==> src/rtl/vga_timing_gen.sv <==
// VGA raster timing generator: line/frame counters, half-resolution coordinates,
// latency-matched syncs and colour. Optional macro VGA_BORDER_EN adds a white frame.
module vga_timing_gen #(
    parameter int unsigned H_VISIBLE     = 640,
    parameter int unsigned H_FRONT       = 16,
    parameter int unsigned H_SYNC        = 96,
    parameter int unsigned H_BACK        = 48,
    parameter int unsigned V_VISIBLE     = 480,
    parameter int unsigned V_FRONT       = 10,
    parameter int unsigned V_SYNC        = 2,
    parameter int unsigned V_BACK        = 33,
    parameter int unsigned PIXEL_LATENCY = 2
) (
    input  logic        clk,
    input  logic        rst,
    input  logic [15:0] pixel_data,
    output logic [8:0]  x,
    output logic [8:0]  y,
    output logic        clk_vsync,
    output logic        vga_hs,
    output logic        vga_vs,
    output logic        vga_blank_n,
    output logic [4:0]  vga_r,
    output logic [5:0]  vga_g,
    output logic [4:0]  vga_b
);
    localparam int unsigned H_TOTAL = H_VISIBLE + H_FRONT + H_SYNC + H_BACK;
    localparam int unsigned V_TOTAL = V_VISIBLE + V_FRONT + V_SYNC + V_BACK;
    localparam int unsigned CW_MIN  = ($clog2(H_TOTAL) > $clog2(V_TOTAL)) ? $clog2(H_TOTAL) : $clog2(V_TOTAL);
    // Coordinates are taken from bits [9:1], so the counters are never narrower than 10 bits.
    localparam int unsigned CW      = (CW_MIN > 10) ? CW_MIN : 10;

    localparam logic [CW-1:0] H_LAST     = CW'(H_TOTAL - 1);
    localparam logic [CW-1:0] V_LAST     = CW'(V_TOTAL - 1);
    localparam logic [CW-1:0] H_VIS      = CW'(H_VISIBLE);
    localparam logic [CW-1:0] V_VIS      = CW'(V_VISIBLE);
    localparam logic [CW-1:0] HS_FIRST   = CW'(H_VISIBLE + H_FRONT);
    localparam logic [CW-1:0] HS_LAST    = CW'(H_VISIBLE + H_FRONT + H_SYNC - 1);
    localparam logic [CW-1:0] VS_FIRST   = CW'(V_VISIBLE + V_FRONT);
    localparam logic [CW-1:0] VS_LAST    = CW'(V_VISIBLE + V_FRONT + V_SYNC - 1);

    logic [CW-1:0]            hcnt_q, hcnt_d;
    logic [CW-1:0]            vcnt_q, vcnt_d;
    logic [8:0]               x_q, x_d;
    logic [8:0]               y_q, y_d;
    logic                     vsync_q, vsync_d;
    logic                     de_raw, hs_raw, vs_raw;
    logic [PIXEL_LATENCY-1:0] de_pipe_q, de_pipe_d;
    logic [PIXEL_LATENCY-1:0] hs_pipe_q, hs_pipe_d;
    logic [PIXEL_LATENCY-1:0] vs_pipe_q, vs_pipe_d;
    logic                     blank_n_q, hs_q, vs_q;
    logic [15:0]              rgb_q, rgb_d;
`ifdef VGA_BORDER_EN
    localparam logic [CW-1:0] H_VIS_LAST = CW'(H_VISIBLE - 1);
    localparam logic [CW-1:0] V_VIS_LAST = CW'(V_VISIBLE - 1);
    logic                     bd_raw;
    logic [PIXEL_LATENCY-1:0] bd_pipe_q, bd_pipe_d;
`endif

    always_comb begin
        hcnt_d  = hcnt_q + 1'b1;
        vcnt_d  = vcnt_q;
        if (hcnt_q == H_LAST) begin
            hcnt_d = '0;
            vcnt_d = (vcnt_q == V_LAST) ? '0 : vcnt_q + 1'b1;
        end
        x_d     = hcnt_q[9:1];
        y_d     = vcnt_q[9:1];
        vsync_d = (vcnt_q == V_VIS);
    end

    always_comb begin
        de_raw = (hcnt_q < H_VIS) && (vcnt_q < V_VIS);
        hs_raw = !((hcnt_q >= HS_FIRST) && (hcnt_q <= HS_LAST));
        vs_raw = !((vcnt_q >= VS_FIRST) && (vcnt_q <= VS_LAST));
        // Shift toward the MSB; the cast drops the oldest tap.
        de_pipe_d = PIXEL_LATENCY'({de_pipe_q, de_raw});
        hs_pipe_d = PIXEL_LATENCY'({hs_pipe_q, hs_raw});
        vs_pipe_d = PIXEL_LATENCY'({vs_pipe_q, vs_raw});
`ifdef VGA_BORDER_EN
        bd_raw    = de_raw && ((hcnt_q == '0) || (hcnt_q == H_VIS_LAST) ||
                               (vcnt_q == '0) || (vcnt_q == V_VIS_LAST));
        bd_pipe_d = PIXEL_LATENCY'({bd_pipe_q, bd_raw});
`endif
    end

    always_comb begin
        rgb_d = '0;
        if (de_pipe_q[PIXEL_LATENCY-1]) begin
            rgb_d = pixel_data;
`ifdef VGA_BORDER_EN
            if (bd_pipe_q[PIXEL_LATENCY-1]) begin
                rgb_d = '1;
            end
`endif
        end
    end

    always_ff @(posedge clk or negedge rst) begin
        if (!rst) begin
            hcnt_q    <= '0;
            vcnt_q    <= '0;
            x_q       <= '0;
            y_q       <= '0;
            vsync_q   <= 1'b0;
            de_pipe_q <= '0;
            hs_pipe_q <= '1;
            vs_pipe_q <= '1;
            blank_n_q <= 1'b0;
            hs_q      <= 1'b1;
            vs_q      <= 1'b1;
            rgb_q     <= '0;
`ifdef VGA_BORDER_EN
            bd_pipe_q <= '0;
`endif
        end else begin
            hcnt_q    <= hcnt_d;
            vcnt_q    <= vcnt_d;
            x_q       <= x_d;
            y_q       <= y_d;
            vsync_q   <= vsync_d;
            de_pipe_q <= de_pipe_d;
            hs_pipe_q <= hs_pipe_d;
            vs_pipe_q <= vs_pipe_d;
            blank_n_q <= de_pipe_q[PIXEL_LATENCY-1];
            hs_q      <= hs_pipe_q[PIXEL_LATENCY-1];
            vs_q      <= vs_pipe_q[PIXEL_LATENCY-1];
            rgb_q     <= rgb_d;
`ifdef VGA_BORDER_EN
            bd_pipe_q <= bd_pipe_d;
`endif
        end
    end

    assign x           = x_q;
    assign y           = y_q;
    assign clk_vsync   = vsync_q;
    assign vga_hs      = hs_q;
    assign vga_vs      = vs_q;
    assign vga_blank_n = blank_n_q;
    assign vga_r       = rgb_q[15:11];
    assign vga_g       = rgb_q[10:5];
    assign vga_b       = rgb_q[4:0];
endmodule
==> config.mk <==
export PLATFORM = sky130hd
export DESIGN_NAME = vga_timing_gen
export DESIGN_NICKNAME = d
export VERILOG_FILES = /design/src/rtl/vga_timing_gen.sv
export SDC_FILE = /design/constraint.sdc
export NUM_CORES = 1
export LEC_CHECK = 0
export CAP_MARGIN = 20
export CORE_MARGIN = 2
export CORE_UTILIZATION = 40
export CTS_BUF_LIST = sky130_fd_sc_hd__clkbuf_4
export CTS_CLUSTER_DIAMETER = 60
export CTS_CLUSTER_SIZE = 25
export DETAILED_ROUTE_END_ITERATION = 10
export PLACE_DENSITY_LB_ADDON = 0.15
export SYNTH_ARGS = -nofsm -noshare
export SYNTH_HDL_FRONTEND = slang
export SYNTH_SLANG_ARGS = --single-unit
==> constraint.sdc <==
create_clock -name clk -period 4 [get_ports clk]
set_input_delay 0.6 -clock clk [delete_from_list [all_inputs] [get_ports clk]]
set_output_delay 0.6 -clock clk [all_outputs]
set_load 0.05 [all_outputs]
Word level (Yosys, flattened, before mapping)
Cells that the tools add are included.

$add $sub $neg: 2. $lt $le $gt $ge: 6. Multipliers: 0. Shift operators: 0. Equal/unequal tests: 3. Div/mod/pow operators: 0. Multiplexer cells: 3. Reduce and logical (&&, ||, !) cells: 5. Bitwise logic cells: 0.

Operators with widths (number): $add A10 B1 Y10 const B (2); $eq A10 B10 Y1 const B (2); $mux W10 (2); $mux W16 (1); $eq A10 B9 Y1 const B (1); $ge A10 B10 Y1 const B (1); $ge A10 B9 Y1 const B (1); $le A10 B10 Y1 const B (1); $le A10 B9 Y1 const B (1); $lt A10 B10 Y1 const B (1); $lt A10 B9 Y1 const B (1); $logic_and A1 B1 Y1 (3); $logic_not A1 Y1 (2).

Bits in registers: 64. Bits in writable memories: 0. Latch bits: 0. Output and inout bits: 38. ROM bits: 0. Memories kept: 0.

Logic depth before layout (Yosys ltp)
Gate-level depths: netlist (run 1).

Word-level depth: 3. Mapped depth: 6. Mapped depth without buffers: 6.

Least setup slack after synthesis (run 1)
OpenSTA, ideal clock, no wires.

Path type: register to register. From: register hcnt_q[5]. To: register vcnt_q[9]. Clock period less this slack: 2.096 ns. Arrival time: 2.018 ns. Required time: 3.923 ns. Setup slack: 1.904 ns. Cell stages (with the launch flop): 7. Cell sequence: dfrtp_1 > or3_1 > buf_2 > or3_1 > buf_2 > or4_1 > a21oi_1.

Longest elaborated chain between the ends: 1.

Ends and longest elaborated chain: start: declaration (RTL line 42) `logic [CW-1:0] hcnt_q, hcnt_d;`; start signal: assignment (RTL line 117) `hcnt_q <= hcnt_d;`; $eq A10 B10 Y1 (RTL line 63) `if (hcnt_q == H_LAST) begin`; end signal: assignment (RTL line 118) `vcnt_q <= vcnt_d;`; end: declaration (RTL line 43) `logic [CW-1:0] vcnt_q, vcnt_d;`.

No other way between the ends. A chain may end at the register's enable or synchronous reset.

Final worst setup path (run 1)
From: register vs_q (netlist: vga_vs). To: output vga_vs.

RTL lines: start: declaration (RTL line 51) `logic blank_n_q, hs_q, vs_q;`; start signal: assignment (RTL line 127) `vs_q <= vs_pipe_q[PIXEL_LATENCY-1];`; end: declaration (RTL line 21) `output logic vga_vs,`.

No word-level cell between the ends.

==> results of run 1 <==
==> sequential cells by signal (all words and copies together) (netlist names) <==
| register | count |
|---|---|
| x | 9 |
| vga_blank_n | 1 |
| vga_hs | 1 |
| hcnt_q | 10 |
| rgb_q | 16 |
| de_pipe_q | 2 |
| vga_vs | 1 |
| vcnt_q | 10 |
| hs_pipe_q | 2 |
| clk_vsync | 1 |
| y | 9 |
| vs_pipe_q | 2 |
==> cells in the mapped netlist (3+ instances only) <==
library cell              number
sky130_fd_sc_hd__inv_1         6
sky130_fd_sc_hd__and2_1       16
sky130_fd_sc_hd__dfstp_2       6
sky130_fd_sc_hd__xor2_1        6
sky130_fd_sc_hd__xnor2_1       7
sky130_fd_sc_hd__ha_1          4
sky130_fd_sc_hd__dfrtp_1      58
sky130_fd_sc_hd__nor3_1        7
sky130_fd_sc_hd__nand2_1       6
sky130_fd_sc_hd__nand3_1      12
sky130_fd_sc_hd__nor2_1       10
sky130_fd_sc_hd__o21ai_0       4
sky130_fd_sc_hd__nor4_1        3
==> cell families (layout without fill, tap and decap cells) <==
group,after synthesis,in the layout,share of synthesized area (%)
compound gates,10,10,2.62
fa+ha+maj,4,4,2.23
buf+inv,9,79,1.61
xor+xnor,13,13,5.06
simple gates,68,68,16.9
flops,64,64,71.6
==> routing by layer <==
metal	share of wire, %	track usage (%)	wire length [um]	vias up
li1	-	-	-	701
met1	44	17.6	1750	705
met2	46	21.1	1810	55
met3	8.4	4.20	330	4
met4	1.2	8.28	46	0
met5	0	0	0	-
==> how the worst max path moves through the flow <==
stage	from	end	depth (start not counted)
2_1_floorplan	hcnt_q[5]$_DFF_PN0_	vcnt_q[9]$_DFFE_PN0N_	6
3_5_place_dp	hcnt_q[1]$_DFF_PN0_	vcnt_q[9]$_DFFE_PN0N_	5
6_report	vga_vs$_DFF_PN1_	vga_vs	1
5_1_grt	vga_vs$_DFF_PN1_	vga_vs	1
4_1_cts	vga_vs$_DFF_PN1_	vga_vs	1
3_3_place_gp	hcnt_q[0]$_DFF_PN0_	vcnt_q[9]$_DFFE_PN0N_	5
==> per-stage QoR <==
step	area, um2	utilization [%]	hold slack, ns	total power (W)
after floorplan	2250	-	0.304	0.000705
after CTS	3030	55.4	0.363	0.00122
after global routing	3050	55.8	0.103	0.00127
final	3050	55.8	0.126	0.00121
after global placement	2880	52.6	0.333	0.000751
after detailed placement	2880	52.6	0.341	0.000751
==> power breakdown <==
group | internal (W) | total (W) | switching [W] | leakage, nW
Sequential | 0.000655 | 0.000657 | 0.00000186 | 0.796
Clock | 0.000262 | 0.000466 | 0.000204 | 0.0836
Combinational | 0.0000340 | 0.0000827 | 0.0000487 | 0.461
==> cell type report <==
cell class	instances	area [um2]
Clock buffer	11	82.6
Multi-Input combinational cell	95	603
Fill cell	469	2420
Timing Repair Buffer	57	573
Clock inverter	5	71.3
Inverter	6	22.5
Sequential cell	64	1610
Tap cell	72	90.1
==> cell usage in the layout, fill, tap and decap left out, types with 4 or more instances in the layout <==
| cell type | count |
|---|---|
| sky130_fd_sc_hd__nand2_1 | 6 |
| sky130_fd_sc_hd__nand3_1 | 12 |
| sky130_fd_sc_hd__xor2_1 | 6 |
| sky130_fd_sc_hd__clkdlybuf4s50_1 | 54 |
| sky130_fd_sc_hd__o21ai_0 | 4 |
| sky130_fd_sc_hd__dfrtp_1 | 58 |
| sky130_fd_sc_hd__dfstp_2 | 6 |
| sky130_fd_sc_hd__nor2_1 | 10 |
| sky130_fd_sc_hd__ha_1 | 4 |
| sky130_fd_sc_hd__xnor2_1 | 7 |
| sky130_fd_sc_hd__clkbuf_4 | 11 |
| sky130_fd_sc_hd__nor3_1 | 7 |
| sky130_fd_sc_hd__inv_1 | 6 |
| sky130_fd_sc_hd__and2_1 | 16 |
==> results by stage, run 1 <==
Run status:
- The flow ran to the end, and the final reports show no timing, DRC or antenna violations.

Placed design:
- The global placement routability congestion is 0.795.
- The worst slack at placement is 1.84 ns.
- Counting tap cells, the placed design contains a total of 293 instances.
- Summed over all nets, the half-perimeter wirelength after detailed placement is 2.70 mm.
- During placement, the flow inserted port buffers numbering 55.

Min path:
- The worst hold path class is input port to asynchronous set/reset pin.

Die:
- The overall die area is 6240 um2.
- The area of the core region is 5470 um2.
- The vertical extent of the die is 79.0 um.
- Row generation in the floorplan step produced 27 rows.
- The die boundary width is 79.0 um.
- For this design the top-level I/O count stands at 56.
- The initial core utilization is 41.1%.

Clocking:
- In this run, post-CTS repair resized a total of 0 instances.
- In this run the number of H-tree levels came out at 3.
- Clock-pin slew was measured on the worst setup and hold paths at 0.09 ns.
- The post-cts hold buffer count is 0.
- The clock tree from TritonCTS is built.
- The maximum clock insertion buffer count is 2.
- The post-CTS setup-driven buffer insertion count is 0.
- The number of buffers created by CTS is 9.
- The clock tree root driver cell is sky130_fd_sc_hd__clkbuf_4.
- The clock latency on the worst-skew pair is 0.37 ns.
- Clock tree synthesis found a total of 64 sinks.

Power:
- The worst IR drop on VDD is 0.191 mV.
- Summed over all cells, the static leakage comes to 1.34 nW.
- The power per cell area is 395 nW/um2.

Run:
- The count of max-cap constraint violations is 0.

Logic synthesis:
- The sequential fraction of the synthesis area is 71.6%.
- The mapped netlist covers 2250 um2.
- The count of cell types in the netlist is 30.
- In the synthesized netlist the dominant register cell turns out to be sky130_fd_sc_hd__dfrtp_1.
- During synthesis, Yosys emitted a total of 0 warnings.
- The gate count of the mapped netlist is 168.
- The area share of the largest cell type after synthesis is 64.6%.
- The flop and latch count out of synthesis is 64.
- Ranked by total cell area, the synthesized netlist is headed by sky130_fd_sc_hd__dfrtp_1 (65%), sky130_fd_sc_hd__dfstp_2 (7.0%), sky130_fd_sc_hd__and2_1 (4.5%).
- Yosys mapped a number of flops with a built-in enable equal to 0.
- The biggest area contributor in the post-synthesis netlist is sky130_fd_sc_hd__dfrtp_1.
- The share of flip-flops with an asynchronous set or reset is 100%.
- A synthesized cell averages 13.4 um2.
- The net count after synthesis is 190.

Timing:
- Across the routed clock network, the largest skew measured is 0.0107 ns.
- The worst-margin pin slew is 0.888 ns.
- The worst setup margin is 1.72 ns.
- In the finished design, the share of the clock period the worst path needs comes to 56.9%.
- The total count of hold-check failures in the final report was 0.
- Summed over all failing endpoints, the final setup total negative slack is 0 ns.
- Setup repair after global routing left no endpoint under its margin.
- The fmax is 0.439 GHz.
- Setup violations remaining at the end of the flow were counted as 0.
- In this run the tightest slew margin relative to its limit is 40.3%.
- Counting I/O delays and the setup requirement, the final critical path takes 2.28 ns.
- The number of pins with negative max-slew slack in the final report was 0.

Setup path:
- At the worst endpoint, the arrival time is 1.68 ns.
- The endpoint identified for the worst register-to-register timing path is vcnt_q[9]$_DFFE_PN0N_.
- STA classifies the critical path startpoint as a flop.
- The largest individual stage delay along the critical path comes from the cell sky130_fd_sc_hd__clkdlybuf4s50_1.
- The type of the worst setup path is flop to primary output.
- The number of cells on the worst reg-to-reg path is 5.
- The family with the most delay on the worst path is buffers and inverters.
- In this design, the stage delay of the slowest critical-path cell is 0.78 ns.
- The number of buffers and inverters on the critical path is 1.
- The worst reg2reg path startpoint is hcnt_q[1]$_DFF_PN0_.
- The required time of the worst setup path is 3.40 ns.
- Walking the worst path, the cells encountered are clkdlybuf4s50_1.
- The setup slack on the worst flop-to-flop path is 1.80 ns.
- The worst setup path is captured at a primary output.
- Of all nets on the critical path, the largest fanout is 1.

Global routing:
- The number of global-route vias before repair was 1393.
- The overflow left after global routing is 0.
- The global-route wire length before repair is 6.56 mm.
- The number of antenna violations at the first check in global routing is 0.
- The total routing resource utilization after global routing is 13.9%.
- The pin count of the biggest net entering global routing is 47.

Detailed routing:
- The count of antenna-violating nets left after detailed routing is 0.
- The post-detailed-route DRC marker count is 0.
- The wire length per cell is 12.7 um.
- The routed layout has 1465 vias.
- Using the TritonRoute via totals, the vias-per-cell ratio works out to 4.73.
- After detailed routing, the total wire length is 3.94 mm.
- The first routing iteration left 70 violations.
- The number of search-and-repair iterations in the first detailed-routing pass is 4.

Finish:
- The non-filler instance count after layout is 310.
- The net count of the finished layout is 255.
- The signed area change from the synthesized netlist to the final layout is 35.7%.
- The share of post-route cells with drive strength above 1 is 10.5%.
- 0 antenna diodes ended up in the layout.
Power figures use the tool's default switching activity.
==> run 2: changes to the inputs <==
Clock period 4 ns to 2.3 ns, I/O delays scaled along.
==> results by stage, run 2 (same netlist as run 1, synthesis figures left out) <==
Setup path:
- The data arrival time at the worst-slack endpoint is 2.40 ns.
- On the worst path, the slowest cell contributes a delay of 0.50 ns.
- The family with the most delay on the worst path is simple AND/OR/NAND/NOR gates.
- The worst setup path is of the flop to flop kind.
- STA classifies the critical path endpoint as a flop.
- The slowest stage of the critical path belongs to the cell sky130_fd_sc_hd__or3_1.
- The count of buffering cells on the critical path with inverters included is 0.
- The signal on the critical path passes through or3_1, or3_1, or4_1, a21oi_1.
- By instance count, the cell type seen most on the critical path is sky130_fd_sc_hd__or3_1.
- Along the worst path, the maximum fanout reaches 8.
- The type of origin of the critical path is a flop.
- The required time of the worst setup path is 2.61 ns.

Placed design:
- At the end of routability-driven placement, the weighted congestion stood at 0.770.
- Including well taps, the total number of placed cells is 299.
- Buffers placed on the I/O ports in this run total 55.
- OpenSTA, run right after detailed placement, puts the worst setup slack at 0.241 ns.
- The area after detailed placement is 2920 um2.
- The half-perimeter wire length after placement is 2.82 mm.

Finish:
- The finished layout holds 316 standard cells, fillers aside.
- Summing all non-filler instances in the final layout gives an area of 3090 um2.
- The register with the most flip-flops in the layout has 16 of them.
- Leaving out fill and tap cells, the most frequent cell in the layout is sky130_fd_sc_hd__dfrtp_1.
- In the layout the commonest cells are sky130_fd_sc_hd__dfrtp_1 (58), sky130_fd_sc_hd__clkdlybuf4s50_1 (54), sky130_fd_sc_hd__and2_1 (16).
- In the final layout, the registers with the most flip-flops are rgb_q (16), hcnt_q (10), vcnt_q (10).
- The diode insertion count for antenna repair is 0.
- The signed area change from the synthesized netlist to the final layout is 37.5%.
- The share of post-route cells with drive strength above 1 is 13.1%.
- The register ranked first by flip-flop count is rgb_q.
- The post-layout net count is 261.
- Fill cells in the final layout number 470.

Global routing:
- Summed over all layers, the global routing overflow is 0.
- Entering global routing, the biggest net connects 25 pins.
- The number of global-route vias before repair is 1424.
- Global routing used 14.2% of the available tracks.
- The first global-routing pass estimated 6.62 mm of wire.
- The number of antenna violations at the first check in global routing came to 0.

Clocking:
- In this run, CTS created clock tree buffers numbering 9.
- Clock latency on the worst-skew pair, taken at its later pin, is 0.39 ns.
- Clock-pin slew was measured on the worst setup and hold paths at 0.10 ns.
- The depth of the CTS H-tree is 3.
- In this run, post-CTS repair resized a total of 0 instances.
- Counting every sink on the clock net gives 64.
- TritonCTS built the clock tree.
- The post-CTS setup-driven buffer insertion count is 0.
- In this run the deepest clock path goes through 2 buffers.
- The clock tree root driver cell is sky130_fd_sc_hd__clkbuf_4.
- After clock tree synthesis, the flow added hold-fix buffers numbering 1.

Timing:
- The tightest slew margin relative to the limit is 65.2%.
- The fmax is 0.480 GHz.
- Subtracting the final worst setup slack from the clock period gives 2.08 ns.
- The total count of hold-check failures in the final report came to 0.
- For the pin with the worst max-slew slack, the measured transition is 0.520 ns.
- The number of failing setup endpoints in the final timing report is 0.
- Setup slack closes at 0.216 ns.
- The total negative slack for setup checks is 0 ns.
- The fraction of the cycle the final worst path needs is 90.6%.
- On the final layout, the worst clock skew is 0.00810 ns.
- The number of pins with negative max-slew slack in the final report was 0.
- Setup repair after global routing left no endpoint under its margin.
- The worst hold margin is 0.359 ns.

Run status:
- The run finished with clean final reports.

Detailed routing:
- The detailed router finished its first iteration with 100 violations.
- The aggregate routed wire length is 3.94 mm.
- The first TritonRoute pass finished after 4 iterations.
- The vias after detailed routing is 1483.
- The post-detailed-route DRC marker count is 0.
- After detailed routing, the number of vias per cell comes to 4.69.
- After detailed routing, the average wire length per cell comes to 12.5 um.
- The detail route stage leaves a number of antenna-violating nets equal to 0.

Power:
- The power per cell area is 682 nW/um2.
- The static leakage power is 1.36 nW.
- IR analysis of the VDD net gives a maximum drop of 0.397 mV.

Die:
- The die covers 6240 um2.
- The area of the core region is 5470 um2.
- The floorplan step set the die height to 79.0 um.
- Once the floorplan was initialized, standard cells occupied 41.1% of the core.
- The number of standard-cell rows in the floorplan is 27.
- Measured along the x axis, the die boundary spans 79.0 um.
- The count of pins on the block boundary is 56.

Run:
- Across the run, the number of max-cap violations was 0.

Min path:
- The worst hold path belongs to the class flop to flop.
## run 2: final timing paths
check / end / slack, ns / cells after the start / start
worst min register to register: de_pipe_q[1]$_DFF_PN0_ / 0.36 / 0 / de_pipe_q[0]$_DFF_PN0_
min in group asynchronous: rgb_q[13]$_DFF_PN0_ / 0.45 / 2 / rst
worst max-delay path: vcnt_q[9]$_DFFE_PN0N_ / 0.22 / 4 / hcnt_q[5]$_DFF_PN0_
max in group asynchronous: vs_pipe_q[0]$_DFF_PN1_ / 1.12 / 3 / rst
worst min-delay path: de_pipe_q[1]$_DFF_PN0_ / 0.36 / 0 / de_pipe_q[0]$_DFF_PN0_
worst max register to register: vcnt_q[9]$_DFFE_PN0N_ / 0.22 / 4 / hcnt_q[5]$_DFF_PN0_
## run 2: metal layers
layer,wire length (um),track usage [%]
met1,1780,18.3
met2,1770,20.7
met3,303,5.00
met4,89,8.62
met5,0,0
## run 2: cell type report
cell class	count	area, um2	share of cell area [%]
clock buffers	10	75.1	2.43
clock inverters	6	83.8	2.71
inverters	6	22.5	0.728
multi-input cells	95	603	19.5
flip-flops and latches	64	1610	52.0
well taps	72	90.1	2.91
repair buffers	63	608	19.7
## run 2: metrics by stage
stage | power [W] | util, %
final | 0.00211 | 56.5
after global routing | 0.00222 | 56.5
after CTS | 0.00214 | 56.5
after detailed placement | 0.00131 | 53.4
after global placement | 0.00131 | 53.4
after floorplan | 0.00123 | -
## run 2: where the power goes
| group | switching (W) | total (W) | internal [W] |
|---|---|---|---|
| sequential | 0.00000322 | 0.00114 | 0.00114 |
| clock | 0.000377 | 0.000825 | 0.000448 |
| combinational | 0.0000847 | 0.000143 | 0.0000580 |
| total | 0.000465 | 0.00211 | 0.00164 |
==> run 3: changes to the inputs <==
Settings changed: SLEW_MARGIN from default to 30.
==> results of run 3 <==
Final layout, timing and power as in run 2 (identical DEF).
